$ cat src/rtl/div_iter.sv
// -----------------------------------------------------------------------------
// div_iter -- iterative radix-2 restoring divider with fixed latency.
//
// Operands are taken through an input valid/ready handshake. The division
// then runs exactly WIDTH iterations, whatever the data is. The result is
// offered through an output valid/ready handshake.
//
// Handshake semantics (both sides): a transfer happens on a rising clock
// edge where valid and ready are both high. The producer holds valid and
// its data stable until that transfer. in_ready is high only in IDLE.
// out_valid is high only in DONE. Accepting new operands never overlaps
// the output handshake, so the minimum issue interval is WIDTH+2 cycles.
//
// Ports:
//   clock        in   rising-edge clock
//   reset_n      in   synchronous active-low reset
//   in_valid     in   operand pair valid
//   in_ready     out  block can accept operands (registered)
//   in0          in   dividend [WIDTH]
//   in1          in   divisor  [WIDTH]
//   out_valid    out  result valid
//   out_ready    in   consumer accepts result
//   quot         out  quotient  [WIDTH]
//   rem          out  remainder [WIDTH]
//   div_by_zero  out  divisor was zero (qualified by out_valid)
//
// Optional feature: define DIV_SIGNED_EN for two's-complement operands.
// Magnitudes are divided and the signs are restored when the result is
// loaded. The quotient truncates toward zero and the remainder follows
// the sign of the dividend. When the macro is undefined, the block divides
// unsigned numbers only and contains no sign logic.
//
// FSM state is kept in r_state (type state_t), so assertions can bind to it.
// -----------------------------------------------------------------------------
module div_iter #(
    parameter int WIDTH = 32
) (
    input  logic             clock,
    input  logic             reset_n,
    input  logic             in_valid,
    output logic             in_ready,
    input  logic [WIDTH-1:0] in0,
    input  logic [WIDTH-1:0] in1,
    output logic             out_valid,
    input  logic             out_ready,
    output logic [WIDTH-1:0] quot,
    output logic [WIDTH-1:0] rem,
    output logic             div_by_zero
);

    localparam int CNT_W = $clog2(WIDTH + 1);

    typedef enum logic [1:0] {
        ST_IDLE = 2'd0,
        ST_BUSY = 2'd1,
        ST_DONE = 2'd2
    } state_t;

    state_t r_state;
    state_t w_state_nxt;

    logic [CNT_W-1:0] r_cnt;
    logic [WIDTH:0]   r_rem_p;   // partial remainder, one bit wider than WIDTH
    logic [WIDTH-1:0] r_dvd;     // dividend shifts out at the top, quotient shifts in at the bottom
    logic [WIDTH-1:0] r_dvs;
    logic             r_dz;

    logic             r_in_ready;
    logic             r_out_valid;
    logic [WIDTH-1:0] r_quot;
    logic [WIDTH-1:0] r_rem;
    logic             r_div_by_zero;

    logic             w_accept;
    logic             w_last;
    logic [WIDTH+1:0] w_shift;
    logic [WIDTH+1:0] w_trial;
    logic             w_q_bit;
    logic [WIDTH:0]   w_rem_nxt;
    logic [WIDTH-1:0] w_dvd_nxt;
    logic [WIDTH-1:0] w_dvd_load;
    logic [WIDTH-1:0] w_dvs_load;
    logic [WIDTH-1:0] w_quot_u;
    logic [WIDTH-1:0] w_rem_u;
    logic [WIDTH-1:0] w_quot_fin;
    logic [WIDTH-1:0] w_rem_fin;

    assign w_accept = (r_state == ST_IDLE) && in_valid && r_in_ready;
    // The final iteration happens on the edge that moves the counter from 1 to 0.
    assign w_last   = (r_state == ST_BUSY) && (r_cnt == CNT_W'(1));

    // One restoring step. The trial subtraction is one bit wider than the
    // shifted remainder, so its MSB is the borrow.
    assign w_shift   = {r_rem_p, r_dvd[WIDTH-1]};
    assign w_trial   = w_shift - {2'b00, r_dvs};
    assign w_q_bit   = ~w_trial[WIDTH+1];
    assign w_rem_nxt = w_q_bit ? w_trial[WIDTH:0] : w_shift[WIDTH:0];
    assign w_dvd_nxt = {r_dvd[WIDTH-2:0], w_q_bit};

    // Magnitude result, valid on the last iteration. With a zero divisor
    // every trial succeeds, so the quotient is all ones and the remainder
    // equals the dividend.
    assign w_quot_u = w_dvd_nxt;
    assign w_rem_u  = w_rem_nxt[WIDTH-1:0];

`ifdef DIV_SIGNED_EN
    logic r_neg_q;
    logic r_neg_r;

    assign w_dvd_load = in0[WIDTH-1] ? -in0 : in0;
    assign w_dvs_load = in1[WIDTH-1] ? -in1 : in1;
    // MIN/-1 needs no special case: the magnitude 2^(WIDTH-1) with a
    // positive sign reads back as MIN.
    assign w_quot_fin = r_dz ? '1 : (r_neg_q ? -w_quot_u : w_quot_u);
    assign w_rem_fin  = r_neg_r ? -w_rem_u : w_rem_u;

    always_ff @(posedge clock) begin
        if (!reset_n) begin
            r_neg_q <= 1'b0;
            r_neg_r <= 1'b0;
        end else if (w_accept) begin
            r_neg_q <= in0[WIDTH-1] ^ in1[WIDTH-1];
            r_neg_r <= in0[WIDTH-1];
        end
    end
`else
    assign w_dvd_load = in0;
    assign w_dvs_load = in1;
    assign w_quot_fin = w_quot_u;
    assign w_rem_fin  = w_rem_u;
`endif

    // FSM state register
    always_ff @(posedge clock) begin
        if (!reset_n) begin
            r_state <= ST_IDLE;
        end else begin
            r_state <= w_state_nxt;
        end
    end

    // FSM next state
    always_comb begin
        w_state_nxt = r_state;
        case (r_state)
            ST_IDLE: if (w_accept)  w_state_nxt = ST_BUSY;
            ST_BUSY: if (w_last)    w_state_nxt = ST_DONE;
            ST_DONE: if (out_ready) w_state_nxt = ST_IDLE;
            default:                w_state_nxt = ST_IDLE;
        endcase
    end

    // Datapath and registered outputs
    always_ff @(posedge clock) begin
        if (!reset_n) begin
            r_cnt         <= '0;
            r_rem_p       <= '0;
            r_dvd         <= '0;
            r_dvs         <= '0;
            r_dz          <= 1'b0;
            r_in_ready    <= 1'b0;
            r_out_valid   <= 1'b0;
            r_quot        <= '0;
            r_rem         <= '0;
            r_div_by_zero <= 1'b0;
        end else begin
            // Registered so that in_ready stays low during reset and rises
            // on the first edge after reset is released.
            r_in_ready <= (w_state_nxt == ST_IDLE);

            if (w_accept) begin
                r_dvd   <= w_dvd_load;
                r_dvs   <= w_dvs_load;
                r_rem_p <= '0;
                r_cnt   <= CNT_W'(WIDTH);
                r_dz    <= (in1 == '0);
            end else if (r_state == ST_BUSY) begin
                r_rem_p <= w_rem_nxt;
                r_dvd   <= w_dvd_nxt;
                r_cnt   <= r_cnt - CNT_W'(1);
            end

            if (w_last) begin
                r_out_valid   <= 1'b1;
                r_quot        <= w_quot_fin;
                r_rem         <= w_rem_fin;
                r_div_by_zero <= r_dz;
            end else if ((r_state == ST_DONE) && out_ready) begin
                r_out_valid <= 1'b0;
            end
        end
    end

    assign in_ready    = r_in_ready;
    assign out_valid   = r_out_valid;
    assign quot        = r_quot;
    assign rem         = r_rem;
    assign div_by_zero = r_div_by_zero;

endmodule

$ cat config.mk
export PLATFORM = sky130hd
export DESIGN_NAME = div_iter
export DESIGN_NICKNAME = d
export VERILOG_FILES = /design/src/rtl/div_iter.sv
export SDC_FILE = /design/constraint.sdc
export NUM_CORES = 1
export LEC_CHECK = 0
export BUFFER_PORTS_ARGS = -buffer_cell sky130_fd_sc_hd__buf_4
export CORE_AREA = 2 2 117 130
export DETAILED_ROUTE_END_ITERATION = 8
export DIE_AREA = 0 0 119 132
export PLACE_DENSITY = 0.82
export SLEW_MARGIN = 20
export SYNTH_ARGS = -nofsm -noshare
export SYNTH_HDL_FRONTEND = slang
export SYNTH_SLANG_ARGS = --single-unit
$ cat constraint.sdc
create_clock -name clock -period 5 [get_ports clock]
set_input_delay 0.5 -clock clock [delete_from_list [all_inputs] [get_ports clock]]
set_output_delay 0.5 -clock clock [all_outputs]
set_load 0.1 [all_outputs]
==> flow_metrics.py <==
metrics = {
    "synth": {
        "synth_cell_types": 55,
        "ys_seq_elements": 173,
        "synth_edf_count": 0,
        "syn_area_per_cell_um2": 7.871,
        "synth_fp_nets": 1176,
        "ys.flop_type": "dfxtp_1",
        "ys_async_sr_fraction": 0,
        "yosys_warnings": 0,
        "syn-cell-area_um2": 8446,
        "synthCells": 1073,
        "yosysSeqAreaShare": 0.4101,
    },
    "power_and_ir_drop": {
        "p_sw_frac": 0.3680,
        "p_per_area_nw_per_um2": 425.6,
        "vdd.ir_drop.worst_mv": 0.2689,
        "p_sw_mw": 1.579,
        "power_mw": 4.291,
        "pwr-share-seq": 0.349,
        "p_int_mw": 2.712,
        "p_leak_nw": 4.015,
        "pwr-share-clk": 0.313,
        "pwr-share-comb": 0.338,
    },
    "place": {
        "gp_congestion": 0.9737,
        "io_buffers": 134,
        "detailed_place_hpwl_um": 15510,
    },
    "global_route": {
        "grt_use_total": 0.2924,
        "grt_max_degree": 97,
        "grt_pass1_wl_um": 37670,
        "grt_pass1_vias": 7784,
        "overflow": 0,
        "antenna_found_initial": 0,
    },
    "critical_path": {
        "slowest_delay_ns": 0.58,
        "reg2regPathDepth": 11,
        "path_cells": "inv_1 > ha_1 > nand2b_1 > a21oi_1 > a41o_1 > a31oi_4 > a2111oi_2 > or3_1 > and2_4 > mux2i_1 > a21oi_1",
        "worst_path_dominant_cell_family": "compound AO/OA/AOI/OAI gates",
        "start_kind": "register",
        "ff2ff_setup_slack_ns": 1.52,
        "slowest_stage": "and2_4",
        "cp_num_buf_inv": 1,
        "endpoint_kind": "register",
        "r2r_start": "r_dvd[31]",
        "critPathArrivalTime_ns": 3.76,
        "r2r_end": "r_rem_p[31]",
        "crit_fanout": 38,
        "crit_top_cell": "a21oi_1",
        "worst-setup-path-type": "reg2reg",
        "cp.required_ns": 5.28,
    },
    "finish": {
        "area_delta_synth_final_pct": 19.36,
        "final_common_cell": "nand2_1",
        "final_cell_mix": "nand2_1, a21oi_1, dfxtp_1",
        "nets": 1263,
        "drive_above_1_share": 0.1594,
        "diodes": 0,
        "final_util": 0.7034,
    },
    "status": {
        "outcome": "completed",
    },
    "timing": {
        "finalHoldWorstSlack_ns": 0.3157,
        "fmax_mhz": 287.6,
        "relSlewSlack": 0.3638,
        "final_max_slew_viol_count": 0,
        "rsz0062_at_grt": "no",
        "min_period_ns": 3.477,
        "hold_viol": 0,
        "finalSetupViolCount": 0,
        "fin_crit_sh": 0.6954,
        "tightest_slew_ns": 0.9543,
        "fin_tns_setup_ns": 0,
        "finalClockSkew_ns": 0.009463,
    },
    "clock_tree": {
        "cts.clk_slew.worst_paths_ns": 0.08,
        "cts_setup_buffers": 0,
        "root_buffer": "clkbuf_16",
        "clk_latency_ns": 0.44,
        "clock_sinks": 173,
        "cts_buffer_depth": 2,
        "cts-htree-levels": 4,
        "ctsResizeCount": 0,
        "cts_hold_buf": 0,
        "cts_tree": "yes",
        "numCtsBuffers": 17,
    },
    "hold_path": {
        "hold_path_depth": 3,
        "min_from": "in1[12]",
        "min_to": "r_dvs[12]",
        "min_path_type": "in2reg",
    },
    "drt": {
        "dr_total_vias": 8031,
        "drc": 0,
        "drt_iter0_drc": 477,
        "ant_nets": 0,
        "viasPerCell": 5.884,
        "firstDrtPassIters": 5,
        "drt_wl_total_um": 22770,
        "routedWlPerCell_um": 16.68,
    },
    "die": {
        "ioPinCount": 135,
        "placementRows": 46,
        "initial_core_util": 0.5893,
        "die_y_um": 132,
        "die_area_um2": 15710,
        "die_x_um": 119,
        "core_um2": 14330,
    },
    "run": {
        "maxCapViolCount": 0,
    },
}
## metrics by stage
step                      cells  cell area, um2  worst slack, ns
after detailed placement   1333            9483            1.585
after floorplan            1073            8446            2.020
final                      1365           10080            1.523
after CTS                  1365           10080            1.572
after global routing       1365           10080            1.202
after global placement     1333            9480            1.708
## cell usage after synthesis (all sizes together), types with 5 or more instances
| cell | instances | area [um2] |
|---|---|---|
| a21oi | 185 | 925.9 |
| mux2i | 23 | 230.2 |
| nand4 | 18 | 112.6 |
| buf | 12 | 67.56 |
| nor2 | 39 | 146.4 |
| nor3 | 15 | 75.07 |
| inv | 47 | 176.4 |
| o211ai | 5 | 37.54 |
| a41oi | 5 | 43.79 |
| a21o | 8 | 60.06 |
| ha | 34 | 425.4 |
| nand2 | 199 | 747.0 |
| or4 | 5 | 37.54 |
| nand3 | 22 | 110.1 |
| o21ai | 72 | 360.3 |
| clkbuf | 63 | 236.5 |
| a31oi | 5 | 46.29 |
| o21a | 10 | 75.07 |
| a22oi | 32 | 240.2 |
| dfxtp | 173 | 3463 |
| xor2 | 12 | 105.1 |
| a211oi | 8 | 60.06 |
| nor4 | 11 | 68.82 |
| a211o | 5 | 43.79 |
| xnor2 | 22 | 192.7 |
## tightest hold or removal path, cell delays in order
cell	delay, ns
buf_4	0.11
nand2_1	0.05
a21oi_1	0.05
## metal layers
layer,wire length (um),GRT usage
met3,1510,0.06272
met2,11030,0.4930
met1,9680,0.3655
met5,0,0
met4,551,0.1124
## power groups by stage
stage          clock network [mW]  registers [mW]  logic (mW)
2_1_floorplan                   0            1.55        1.11
3_3_place_gp                    0            1.52        1.40
3_5_place_dp                    0            1.53        1.43
4_1_cts                      1.36            1.50        1.44
5_1_grt                      1.41            1.50        1.59
6_report                     1.34            1.50        1.45
## flip-flops by register name, summed over array words and instances, names as in the netlist, 2 cells and up
register,flops
quot,32
r_cnt,6
r_dvd,32
r_dvs,32
r_rem_p,33
r_state,2
rem,32
## cell families after synthesis
logic type      synth area share
compound gates            0.2436
xor+xnor                 0.03526
fa+ha+maj                0.05274
buf+inv                  0.05689
flops                     0.4101
mux                      0.02726
simple gates              0.1742
## cell type report
cell class | instances | area (um2)
Multi-Input combinational cell | 778 | 4528
Fill cell | 1182 | 4250
Sequential cell | 173 | 3463
Timing Repair Buffer | 143 | 1074
Clock buffer | 17 | 425.4
Tap cell | 192 | 240.2
Inverter | 47 | 177.7
Clock inverter | 15 | 172.7
## worst max-delay path by stage
stage                   start     endpoint  slack, ns  depth (start not counted)
global placement    r_dvs[10]  r_rem_p[14]       1.71                         11
detailed placement  r_dvd[31]  r_rem_p[14]       1.59                         11
global route        r_dvd[31]  r_rem_p[31]       1.20                         11
CTS                 r_dvd[31]  r_rem_p[31]       1.57                         11
finish              r_dvd[31]  r_rem_p[31]       1.52                         11
floorplan           r_dvs[13]      rem[18]       2.02                         14
No activity file was read; power rests on OpenSTA's default activity.
